`src/rtl/lcd_dma_fifo_banked.sv`:
```
// Banked show-ahead FIFO feeding the LCD engine: TFT fills banks sequentially, STN interleaves words across banks.
// Head word appears on data_out the cycle after it is written; rejected push/pull set sticky ovf/udf; dma_req tracks free space.
module lcd_dma_fifo_banked #(
  parameter int WIDTH  = 32,
  parameter int DEPTH  = 16,
  parameter int NBANKS = 2,
  localparam int TOTAL = DEPTH * NBANKS,
  localparam int CW    = $clog2(TOTAL) + 1
) (
  input  logic             clk,
  input  logic             rst,
  input  logic             tft_mode,
  input  logic [CW-1:0]    watermark,
  input  logic             fp_pulse,
  input  logic             push,
  input  logic [WIDTH-1:0] data_in,
  input  logic             pull,
  output logic [WIDTH-1:0] data_out,
  output logic             empty,
  output logic             full,
  output logic [CW-1:0]    level,
  output logic             dma_req,
  output logic             ovf,
  output logic             udf,
  input  logic             clr_err
);

  localparam int AW = CW - 1;
  localparam int DW = $clog2(DEPTH);
  localparam int SB = $clog2(NBANKS);
  localparam int BW = (NBANKS > 1) ? SB : 1;

  logic [WIDTH-1:0] mem_q [NBANKS][DEPTH];

  logic [CW-1:0] wr_ptr_q, wr_ptr_d;
  logic [CW-1:0] rd_ptr_q, rd_ptr_d;
  logic          ovf_q, ovf_d;
  logic          udf_q, udf_d;
  logic          tft_mode_q, tft_mode_d;
  logic          run_q, run_d;

  logic          mode;
  logic          pull_ok, push_ok, wr_en;
  logic [AW-1:0] wr_addr, rd_addr;
  logic [CW-1:0] wm_eff, thr_bank;
  logic          bank_hit;

  function automatic logic [BW-1:0] bank_of(input logic [AW-1:0] a, input logic m);
    return BW'(m ? (a >> DW) : (a & AW'(NBANKS - 1)));
  endfunction

  function automatic logic [DW-1:0] index_of(input logic [AW-1:0] a, input logic m);
    return DW'(m ? (a & AW'(DEPTH - 1)) : (a >> SB));
  endfunction

  function automatic int overlap(input int s, input int e, input int lo, input int hi);
    int a;
    int z;
    a = (s > lo) ? s : lo;
    z = (e < hi) ? e : hi;
    return (z > a) ? (z - a) : 0;
  endfunction

  // Occupied span is [rd, rd+level) unrolled over two laps, so each bank is tested twice.
  function automatic logic [CW-1:0] bank_free(input int b, input logic [AW-1:0] ra, input logic [CW-1:0] lv);
    int s;
    int e;
    int lo;
    int occ;
    s   = int'(ra);
    e   = s + int'(lv);
    lo  = b * DEPTH;
    occ = overlap(s, e, lo, lo + DEPTH) + overlap(s, e, lo + TOTAL, lo + TOTAL + DEPTH);
    return CW'(DEPTH - occ);
  endfunction

  // Until the first edge after reset the mode input itself is the effective mode.
  assign mode    = run_q ? tft_mode_q : tft_mode;
  assign wr_addr = wr_ptr_q[AW-1:0];
  assign rd_addr = rd_ptr_q[AW-1:0];

  assign level    = wr_ptr_q - rd_ptr_q;
  assign empty    = (level == '0);
  assign full     = (level == CW'(TOTAL));
  assign ovf      = ovf_q;
  assign udf      = udf_q;
  assign data_out = empty ? '0 : mem_q[bank_of(rd_addr, mode)][index_of(rd_addr, mode)];

  always_comb begin
    wm_eff = watermark;
    if (watermark == '0) begin
      wm_eff = CW'(1);
    end else if (watermark > CW'(TOTAL)) begin
      wm_eff = CW'(TOTAL);
    end
    thr_bank = (wm_eff > CW'(DEPTH)) ? CW'(DEPTH) : wm_eff;
  end

  always_comb begin
    bank_hit = 1'b0;
    for (int b = 0; b < NBANKS; b++) begin
      if (bank_free(b, rd_addr, level) >= thr_bank) begin
        bank_hit = 1'b1;
      end
    end
  end

  assign dma_req = rst & (mode ? bank_hit : ((CW'(TOTAL) - level) >= wm_eff));

  always_comb begin
    pull_ok    = pull & ~empty;
    push_ok    = push & (~full | pull_ok);
    wr_en      = push_ok & ~fp_pulse;
    wr_ptr_d   = wr_ptr_q;
    rd_ptr_d   = rd_ptr_q;
    ovf_d      = ovf_q & ~clr_err;
    udf_d      = udf_q & ~clr_err;
    tft_mode_d = run_q ? tft_mode_q : tft_mode;
    run_d      = 1'b1;
    if (fp_pulse) begin
      wr_ptr_d   = '0;
      rd_ptr_d   = '0;
      tft_mode_d = tft_mode;
    end else begin
      if (push_ok) wr_ptr_d = wr_ptr_q + CW'(1);
      if (pull_ok) rd_ptr_d = rd_ptr_q + CW'(1);
      if (push && !push_ok) ovf_d = 1'b1;
      if (pull && !pull_ok) udf_d = 1'b1;
    end
  end

  always_ff @(posedge clk or negedge rst) begin
    if (!rst) begin
      wr_ptr_q   <= '0;
      rd_ptr_q   <= '0;
      ovf_q      <= 1'b0;
      udf_q      <= 1'b0;
      tft_mode_q <= 1'b0;
      run_q      <= 1'b0;
    end else begin
      wr_ptr_q   <= wr_ptr_d;
      rd_ptr_q   <= rd_ptr_d;
      ovf_q      <= ovf_d;
      udf_q      <= udf_d;
      tft_mode_q <= tft_mode_d;
      run_q      <= run_d;
    end
  end

  always_ff @(posedge clk) begin
    if (wr_en) begin
      mem_q[bank_of(wr_addr, mode)][index_of(wr_addr, mode)] <= data_in;
    end
  end

endmodule

```
`config.mk`:
```
export PLATFORM = sky130hd
export DESIGN_NAME = lcd_dma_fifo_banked
export DESIGN_NICKNAME = d
export VERILOG_FILES = /design/src/rtl/lcd_dma_fifo_banked.sv
export SDC_FILE = /design/constraint.sdc
export NUM_CORES = 1
export LEC_CHECK = 0
export CAP_MARGIN = 40
export CORE_MARGIN = 4
export CORE_UTILIZATION = 48
export DETAILED_ROUTE_END_ITERATION = 8
export PLACE_DENSITY_LB_ADDON = 0.12
export SYNTH_ARGS = -nofsm -noshare
export SYNTH_HDL_FRONTEND = slang
export SYNTH_SLANG_ARGS = --single-unit
```
`constraint.sdc`:
```
create_clock -name clk -period 9 [get_ports clk]
set_clock_uncertainty 0.05 [all_clocks]
set_input_delay 1.8 -clock clk [delete_from_list [all_inputs] [get_ports clk]]
set_output_delay 1.8 -clock clk [all_outputs]
set_load 0.005 [all_outputs]
```
**After elaboration in Yosys (flattened, before gate mapping)**

Memory sizes are Yosys's and may differ from the RTL's.
Index checks and enable logic that the tools add are counted.

- Add/sub/neg operators: 13
- Magnitude comparators: 18
- Eq/ne operators: 1
- Muxes and demuxes: 38
- Bitwise operators: 13
- Reduce and logical (&&, ||, !) cells: 9

Operators by type and width:

| operator | count |
|---|---|
| 512-bit two-way mux | 1 |
| 32-bit binary-select mux with 4-bit select | 1 |
| 32-bit demux with 4-bit select | 1 |
| 32-bit two-way mux | 4 |
| 6-bit two-way mux | 11 |
| 32-bit by 6-bit less-than comparator with 1-bit output (second input constant) | 1 |
| 32-bit by 7-bit less-than comparator with 1-bit output (second input constant) | 1 |
| 7-bit two-way mux | 4 |
| 6-bit >= comparator | 3 |
| 6-bit subtractor (first input constant) | 3 |
| 7-bit by 5-bit greater-than comparator with 1-bit output | 2 |
| 7-bit by 6-bit greater-than comparator with 1-bit output (second input constant) | 2 |
| 6-bit by 1-bit adder with 6-bit output (second input constant) | 2 |
| 6-bit adder | 2 |
| 6-bit zero test | 2 |
| 1-bit two-way mux | 12 |
| 6-bit subtractor | 2 |
| 6-bit subtractor (second input constant) | 2 |
| 5-bit >= comparator (second input constant) | 2 |
| 5-bit two-way mux | 2 |
| 4-bit NOT with 5-bit output | 2 |
| 4-bit two-way mux | 2 |
| 5-bit by 6-bit adder with 7-bit output | 1 |
| 7-bit by 6-bit less-than comparator with 1-bit output (second input constant) | 1 |
| 14 further kinds | 26 |

- Register bits: 16
- Memory bits (writable): 1,024
- Input port bits: 45
- Output and inout bits: 43
- Word-level logic and storage cells: 99
- Memories kept: 1

Memory list:

| name | words | width | read ports | clocked after Yosys merged registers in | wr ports | RTL line | source |
|---|---|---|---|---|---|---|---|
| mem_q | 2 | 512 | 1 | 0 | 1 | 33 | `logic [WIDTH-1:0] mem_q [NBANKS][DEPTH];` |

**Depth between registers and ports, before layout**

Gate-level depths: netlist of the first run.

- Depth after elaboration: 13
- Mapped depth: 37

**Worst setup path before layout of the first run**

OpenSTA, ideal clock, no wires.

- Kind: flip-flop to output port
- Start point: register rd_ptr_q[1]
- End point: output port dma_req
- Arrival: 7.732 ns
- Required time: 7.150 ns
- Path slack: -0.582 ns
- Stages on the path, launching flop included: 38
- Path buffers: 2
- Path through: dfrtp_1 > inv_1 > clkbuf_1 > ha_1 > nand2b_1 > a21oi_2 > a21oi_2 > ha_1 > and2_1 > a22o_2 > o22a_1 > a21boi_1 > or2_4 > buf_6 > nand2_1 > nor2_1 > ha_1 > o21a_1 > [2 not listed] > nor2_1 > a31oi_1 > nor3_1 > nor2_1 > ha_1 > inv_1 > ha_1 > fa_1 > a21o_1 > a21oi_1 > xnor2_1 > o21a_1 > or2b_1 > o31ai_1 > nor4_2 > ha_1 > o21ai_0 > a311oi_1

- Longest elaborated chain between the ends: 13

RTL lines:

| element | RTL line | source |
|---|---|---|
| start, declared | 36 | `logic [CW-1:0] rd_ptr_q, rd_ptr_d;` |
| start signal, assigned | 142 | `rd_ptr_q <= rd_ptr_d;` |
| 6-bit subtractor (*) | 82 | `assign level = wr_ptr_q - rd_ptr_q;` |
| net level[3] | 21 | `output logic [CW-1:0] level,` |
| 5-bit by 6-bit adder with 7-bit output | 71 | `e = s + int'(lv);` |
| 32-bit by 6-bit less-than comparator with 1-bit output or 32-bit by 7-bit less-than comparator with 1-bit output (tied branches) | 60 | `z = (e < hi) ? e : hi;` |
| 7-bit two-way mux | 60 |  |
| 6-bit subtractor (tied with other cells) | 61 | `return (z > a) ? (z - a) : 0;` |
| 6-bit two-way mux | 61 |  |
| 6-bit adder | 73 | `occ = overlap(s, e, lo, lo + DEPTH) + overlap(s, e, lo + TOTAL, lo + TOTAL + DEPTH);` |
| 6-bit subtractor | 74 | `return CW'(DEPTH - occ);` |
| 6-bit >= comparator | 102 | `if (bank_free(b, rd_addr, level) >= thr_bank) begin` |
| 1-bit two-way mux (2 in series) | 102 |  |
| 1-bit two-way mux (*) | 108 | `assign dma_req = rst & (mode ? bank_hit : ((CW'(TOTAL) - level) >= wm_eff));` |
| 1-bit AND (*) | 108 |  |
| end, declared | 22 | `output logic dma_req,` |

Mark *: on every way through the listed nets, which the timed path passes. The rest lies on a longest branch.

**Final worst setup path of the first run**

- Start point: register wr_ptr_q[0]
- End point: output port dma_req

- Longest elaborated chain between the ends: 13

RTL lines:

| element | RTL line | source |
|---|---|---|
| start, declared | 35 | `logic [CW-1:0] wr_ptr_q, wr_ptr_d;` |
| start signal, assigned | 141 | `wr_ptr_q <= wr_ptr_d;` |
| 6-bit subtractor (*) | 82 |  |
| 5-bit by 6-bit adder with 7-bit output | 71 |  |
| 32-bit by 6-bit less-than comparator with 1-bit output or 32-bit by 7-bit less-than comparator with 1-bit output (tied branches) | 60 |  |
| 7-bit two-way mux | 60 |  |
| 6-bit subtractor (tied with other cells) | 61 |  |
| 6-bit two-way mux | 61 |  |
| 6-bit adder | 73 |  |
| 6-bit subtractor | 74 |  |
| 6-bit >= comparator | 102 |  |
| 1-bit two-way mux (2 in series) | 102 |  |
| 1-bit two-way mux (*) | 108 |  |
| 1-bit AND (*) | 108 |  |

Every way passes the cells marked *; elsewhere a longest branch is shown, timed or not.

==> summary.txt, run 1 <==
Die
  • Die height: 307 um
  • Starting density of the core: 0.485
  • Placeable core region: 88500 um^2
  • Number of I/O pins: 88
  • Die Width: 307 um
  • Area enclosed by the die boundary: 94300 um^2
  • Standard-cell rows: 109

Placement
  • Placed inst area: 46900 um^2
  • Placed cell count: 4238
  • RePlAce Congestion: 0.844
  • Placement-stage worst setup slack: -517 ps
  • Detailed placer's ending HPWL: 71800 um
  • I/O Buffers: 87

Logic synthesis
  • Ranking of synthesized cells by area: sky130_fd_sc_hd__edfxtp_1 72%, sky130_fd_sc_hd__nand2_1 5.5%, sky130_fd_sc_hd__mux2i_1 5.0%
  • Post-synthesis cell area: 42900 um^2
  • Portion of synthesized cell area occupied by the leading cell type: 0.716
  • Sequential element share of the synthesized area: 0.726
  • Main synth FF type: sky130_fd_sc_hd__edfxtp_1
  • Library cell with the largest summed area after synthesis: sky130_fd_sc_hd__edfxtp_1
  • Syn avg cell area: 14.5 um^2
  • Number of distinct library cells after synthesis: 80
  • Synth top cells by count: 1024 x sky130_fd_sc_hd__edfxtp_1, 624 x sky130_fd_sc_hd__nand2_1, 216 x sky130_fd_sc_hd__mux2i_1, 145 x sky130_fd_sc_hd__a32oi_1, 88 x sky130_fd_sc_hd__a21oi_1
  • Fraction of registers with async set/reset: 0.0154
  • Total number of yosys warnings: 0
  • Post-synthesis cell count: 2962
  • Number of enable flip-flop cells after synthesis: 1024
  • Synthesis-stage register bit count: 1040
  • Dominant cell by count in the synthesized netlist: sky130_fd_sc_hd__edfxtp_1

Global route
  • Met1 global-route usage: 0.373
  • Global route hottest layer: met2
  • Number of antenna violations at the first check in global routing: 8
  • Maximum number of pins on one net before global-route repair: 136
  • Global Route Usage Sum: 0.255
  • First-pass GRT wire length: 178000 um
  • Met2 usage: 0.405
  • Vias in the first global route: 26700
  • Routing usage on met3: 0.0399
  • Grt ovf: 0

Power and ir drop
  • Peak supply drop: 0.250 mV
  • Leakage power summed over all cells: 17.3 nW
  • Total chip power: 15.8 mW
  • Proportion of power drawn by flip-flops and latches: 0.340
  • Sw frac: 0.331
  • Power Internal: 10.6 mW
  • Combinational share of power: 0.387
  • Clock power frac: 0.274
  • Power density normalized to cell area: 311 nW/um^2
  • Net switching component of the power: 5.24 mW

Final layout
  • P&R area growth vs syn: 18.6%
  • Fill cell count: 6796
  • Register cell area after layout: 31100 um^2
  • Fraction of layout instances using a drive strength above 1: 0.156
  • Nets: 3336
  • Final std cell area, no fill: 50900 um^2
  • Multi-input combinational cell area: 11500 um^2
  • Final cell utilization of the core: 0.575
  • Final std cells w/o fill: 4478

Worst setup path
  • Kind of capture point of the worst setup path: output pin
  • Data required time at the worst endpoint: 7150 ps
  • Max stage delay cell, worst path: sky130_fd_sc_hd__dfrtp_1
  • CP peak stage delay: 380 ps
  • Critical path buffers and inverters: 6
  • Worst-path maximum fanout: 3
  • Worst path top cell family by delay: compound AO/OA/AOI/OAI gates
  • Start-to-end type of the worst setup path: reg -> out
  • Critical path startpoint category: flop
  • WP data arrival: 7570 ps

Routing
  • First-pass iteration count of the detailed router: 7
  • Post-route DRC violation count: 0
  • Iteration-0 DRC count of the detailed router: 3142
  • Remaining antenna violation count: 0
  • Number of vias after detailed routing: 27100
  • Final routed wire length divided by cell count: 27.2 um
  • Overall routed net length: 122000 um
  • Via count normalized by instance count: 6.06

Timing
  • Transition time at the pin with the least slew margin: 964 ps
  • Total of endpoints with negative setup slack in the final report: 1
  • Final TNS setup: -418 ps
  • Crit path time final: 9420 ps
  • Hold violation total from the final report: 0
  • Final cycle utilization of the critical path: 1.05
  • Worst slew slack as a fraction of its limit: 0.355
  • Unrepaired setup endpoints after global routing: yes
  • Worst path setup slack after routing: -418 ps
  • Maximum clock frequency: 106 MHz
  • Worst-case hold slack: 503 ps
  • Max-slew violation count: 0

Clock network
  • CTS H-Tree Depth: 3
  • Worst skew pair latency: 670 ps
  • Root buffer cell: sky130_fd_sc_hd__clkbuf_16
  • # clock sinks: 1040
  • Clock tree from TritonCTS: done
  • Number of clock buffers inserted by TritonCTS: 105
  • Longest Clk Path Bufs: 3
  • CTS clk-pin slew, worst paths: 60 ps

Status
  • Violated checks: setup timing
  • Outcome: finished, violations left

Run
  • Max-capacitance violation count: 0

Hold path
  • Class of the worst hold path: reg -> reg
logic make-up (layout without fill, tap and decap cells):
family,Yosys count,count (layout),share of synthesized area
flip-flops,1040,1040,0.726
AND/OR/NAND/NOR,924,924,0.0930
AO/OA/AOI/OAI,462,462,0.0778
multiplexers,226,226,0.0550
buffers and inverters,214,562,0.0222
adder cells (fa/ha/maj),67,67,0.0206
XOR/XNOR,27,27,0.00568
other,2,5,0.000175
layout make-up:
type,instances,share of cell area
repair buffers,328,0.0635
well taps,1165,0.0286
multi-input cells,1710,0.226
clock buffers,124,0.0538
clock inverters,71,0.0134
flip-flops and latches,1040,0.612
diodes,1,0.0000491
inverters,39,0.00297
power by group through the flow:
stage	Sequential (mW)	Clock [mW]	Combinational, mW
CTS	5.38	4.40	6.02
global placement	5.48	0	5.51
detailed placement	5.48	0	5.72
floorplan	5.48	0	3.41
global route	5.38	4.60	6.69
finish	5.38	4.34	6.12
per-layer routing:
metal,routed length (um),share of wire
met1,52100,0.43
met2,56500,0.46
met3,10200,0.084
met4,3020,0.025
met5,0,0
sequential cells by signal, indices dropped and copies added (netlist names):
name	flops
mem_q	1024
ovf	1
rd_ptr_q	6
run_q	1
tft_mode_q	1
udf	1
wr_ptr_q	6
cells in the final DEF (no fill, tap or decap), types with 22 or more instances in the layout:
| master | count |
|---|---|
| sky130_fd_sc_hd__edfxtp_1 | 1024 |
| sky130_fd_sc_hd__nand2_1 | 622 |
| sky130_fd_sc_hd__mux2i_1 | 210 |
| sky130_fd_sc_hd__buf_4 | 196 |
| sky130_fd_sc_hd__a32oi_1 | 145 |
| sky130_fd_sc_hd__clkbuf_16 | 108 |
| sky130_fd_sc_hd__a21oi_1 | 85 |
| sky130_fd_sc_hd__a31oi_1 | 70 |
| sky130_fd_sc_hd__and3_1 | 59 |
| sky130_fd_sc_hd__o22ai_1 | 59 |
| sky130_fd_sc_hd__clkdlybuf4s50_1 | 56 |
| sky130_fd_sc_hd__ha_1 | 55 |
| sky130_fd_sc_hd__nand3_1 | 53 |
| sky130_fd_sc_hd__nor2_1 | 41 |
| sky130_fd_sc_hd__nor2_4 | 38 |
| sky130_fd_sc_hd__nor4_1 | 34 |
| sky130_fd_sc_hd__clkinv_1 | 32 |
| sky130_fd_sc_hd__inv_1 | 31 |
| sky130_fd_sc_hd__buf_8 | 22 |
| sky130_fd_sc_hd__dlymetal6s2s_1 | 22 |
worst paths after layout:
kind | from | endpoint | slack (ps) | cells after the start
max | wr_ptr_q[0] | dma_req | -420 | 37
min | udf | udf | 500 | 2
max reg2reg | wr_ptr_q[0] | mem_q[1][140] | 1350 | 40
min reg2reg | udf | udf | 500 | 2
max in group asynchronous | rst | rd_ptr_q[5] | 6830 | 1
min in group asynchronous | rst | rd_ptr_q[0] | 1560 | 1
tightest hold or removal path: cells and delay by family, from the launching register on:
family,cells,cell delay (ps)
AO/OA/AOI/OAI,1,60
buffers and inverters,1,60
flip-flops,1,390
repair_timing:
action	in CTS	in global routing
hold buffers	0	0
buffers inserted	37	5
setup endpoints to repair	1	32
resized for setup	48	44
cloned	0	1
pin swaps	29	6
Power figures use the tool's default switching activity.
==> run 2: changes to the inputs <==
Settings changed: GPL_ROUTABILITY_DRIVEN set to 0.
==> summary.txt, run 2 (synthesis gave the netlist of run 1 again) <==
Power and ir drop
  • Leakage power summed over all cells: 16.8 nW
  • Power Internal: 10.5 mW
  • Net switching component of the power: 5.26 mW
  • Sw frac: 0.334
  • Peak supply drop: 0.392 mV
  • Proportion of power drawn by flip-flops and latches: 0.342
  • Combinational share of power: 0.397
  • Power density normalized to cell area: 312 nW/um^2
  • Clock power frac: 0.261

Final layout
  • Largest reg by FF count: mem_q
  • Largest register FFs: 1024
  • Most common library cell in the layout ignoring fill and taps: sky130_fd_sc_hd__edfxtp_1
  • Fraction of layout instances using a drive strength above 1: 0.145
  • Diodes inserted: 0
  • Registers with the most flip-flops: mem_q x1024, rd_ptr_q x6, wr_ptr_q x6
  • Commonest cells after routing, fill and taps aside: 1024 x sky130_fd_sc_hd__edfxtp_1, 623 x sky130_fd_sc_hd__nand2_1, 210 x sky130_fd_sc_hd__mux2i_1
  • Final std cell area, no fill: 50400 um^2
  • P&R area growth vs syn: 17.3%
  • Fill cell count: 6866
  • Nets: 3308

Global route
  • Vias in the first global route: 26300
  • Global Route Usage Sum: 0.249
  • Number of antenna violations at the first check in global routing: 2
  • First-pass GRT wire length: 173000 um
  • Maximum number of pins on one net before global-route repair: 101
  • Grt ovf: 0

Worst setup path
  • Kind of capture point of the worst setup path: output pin
  • CP peak stage delay: 440 ps
  • Slack of the worst reg-to-reg path: 4220 ps
  • Reg-to-Reg End: mem_q[1][240]
  • Start-to-end type of the worst setup path: reg -> out
  • Data required time at the worst endpoint: 7150 ps
  • R2R cell count: 14
  • Critical path startpoint category: flop
  • Worst-path maximum fanout: 3
  • Launch point of the worst reg-to-reg path: wr_ptr_q[0]
  • Most Frequent Cell on Critical Path: sky130_fd_sc_hd__ha_4
  • Max stage delay cell, worst path: sky130_fd_sc_hd__fa_2
  • WP data arrival: 7800 ps

Clock network
  • Clock tree from TritonCTS: done
  • Worst skew pair latency: 670 ps
  • Number of clock buffers inserted by TritonCTS: 104
  • Root buffer cell: sky130_fd_sc_hd__clkbuf_16
  • CTS H-Tree Depth: 3
  • Longest Clk Path Bufs: 3
  • CTS clk-pin slew, worst paths: 60 ps
  • # clock sinks: 1040

Status
  • Outcome: finished, violations left
  • Violated checks: setup timing

Die
  • Die Width: 307 um
  • Placeable core region: 88500 um^2
  • Standard-cell rows: 109
  • Starting density of the core: 0.485
  • Die height: 307 um
  • Number of I/O pins: 88
  • Area enclosed by the die boundary: 94300 um^2

Routing
  • Final routed wire length divided by cell count: 26.8 um
  • Post-route DRC violation count: 0
  • Iteration-0 DRC count of the detailed router: 3032
  • Number of vias after detailed routing: 27000
  • DRT met1 WL: 50100 um
  • Highest signal layer in the routed design: met5
  • First-pass iteration count of the detailed router: 5
  • Via count normalized by instance count: 6.07
  • Total met2 wirelength after detailed routing: 55600 um
  • Overall routed net length: 119000 um
  • Remaining antenna violation count: 0
  • Met3 Wirelength: 9920 um

Timing
  • Total of endpoints with negative setup slack in the final report: 1
  • Maximum clock frequency: 104 MHz
  • Max-slew violation count: 0
  • Worst path setup slack after routing: -652 ps
  • Transition time at the pin with the least slew margin: 954 ps
  • Hold violation total from the final report: 0
  • Final cycle utilization of the critical path: 1.07
  • Crit path time final: 9650 ps
  • Unrepaired setup endpoints after global routing: yes
  • Worst slew slack as a fraction of its limit: 0.362

Placement
  • Placed inst area: 46800 um^2
  • Detailed placer's ending HPWL: 70300 um
  • I/O Buffers: 87
  • Placement-stage worst setup slack: -558 ps

Run
  • Max-capacitance violation count: 0

Hold path
  • Hold path startpoint: udf
  • Instance count along the most critical hold path: 2
  • Hold-critical path endpoint: udf
  • Class of the worst hold path: reg -> reg
## run 2: cell types whose count changed in the layout (fill, tap and decap cells not counted), moves of 4 or more
cell,previous run,this run
sky130_fd_sc_hd__dlymetal6s2s_1,22,0
sky130_fd_sc_hd__buf_16,10,4
sky130_fd_sc_hd__clkbuf_1,17,24
sky130_fd_sc_hd__inv_6,5,1
sky130_fd_sc_hd__bufinv_16,12,5
sky130_fd_sc_hd__clkdlybuf4s50_1,56,86
sky130_fd_sc_hd__buf_4,196,175
## run 2: worst max path at each step
| stage | from | slack [ps] | cells past startpoint | end |
|---|---|---|---|---|
| 2_1_floorplan | wr_ptr_q[0] | 4 | 36 | dma_req |
| 3_3_place_gp | wr_ptr_q[0] | -370 | 37 | dma_req |
| 3_5_place_dp | wr_ptr_q[0] | -560 | 38 | dma_req |
| 4_1_cts | wr_ptr_q[0] | -540 | 37 | dma_req |
| 5_1_grt | wr_ptr_q[0] | -950 | 38 | dma_req |
| 6_report | wr_ptr_q[0] | -650 | 37 | dma_req |
## run 2: layout make-up
cell class | count | area (um^2) | area share
inverter | 39 | 151 | 0.00301
sequential | 1040 | 31100 | 0.618
timing repair buffer | 301 | 2870 | 0.0570
tap | 1165 | 1460 | 0.0289
clock inverter | 60 | 460 | 0.00914
multi-input combinational | 1710 | 11500 | 0.229
clock buffer | 131 | 2770 | 0.0549
## run 2: through the flow
stage                     TNS [ps]  power [mW]   util  hold WS, ps  std cells
after global routing          -954        16.5  0.569          574       4446
after global placement        -375        11.0  0.523          490       4203
final                         -652        15.7  0.569          542       4446
after floorplan                  0        8.89      -          458       2964
after CTS                     -536        15.5  0.567          538       4439
after detailed placement      -558        11.2  0.529          524       4232
## run 2: power by group through the flow
| stage | Sequential [mW] | Combinational (mW) | Clock [mW] |
|---|---|---|---|
| global route | 5.38 | 6.79 | 4.36 |
| global placement | 5.48 | 5.50 | 0 |
| CTS | 5.38 | 5.94 | 4.16 |
| finish | 5.38 | 6.25 | 4.10 |
| detailed placement | 5.48 | 5.71 | 0 |
| floorplan | 5.48 | 3.41 | 0 |
## run 2: worst max-delay path, delay by kind of cell, from the launching register on
kind,cells,cell delay [ps]
AND/OR/NAND/NOR,10,1780
AO/OA/AOI/OAI,12,2210
buffers and inverters,5,420
flip-flops,1,390
adder cells (fa/ha/maj),8,2090
XOR/XNOR,2,260
## run 2: per-layer routing
layer  vias up  GRT usage
met5         -          0
met3       218     0.0408
li1      11800          -
met4         2     0.0746
met1     13700      0.355
met2      1213      0.400
## run 2: timing repair
action                                  4_1_cts  5_1_grt
hold buffers                                  0        0
resized for setup                            28       14
buffers inserted                             16        6
endpoints found under the setup margin        1        1
pin swaps                                    28       24
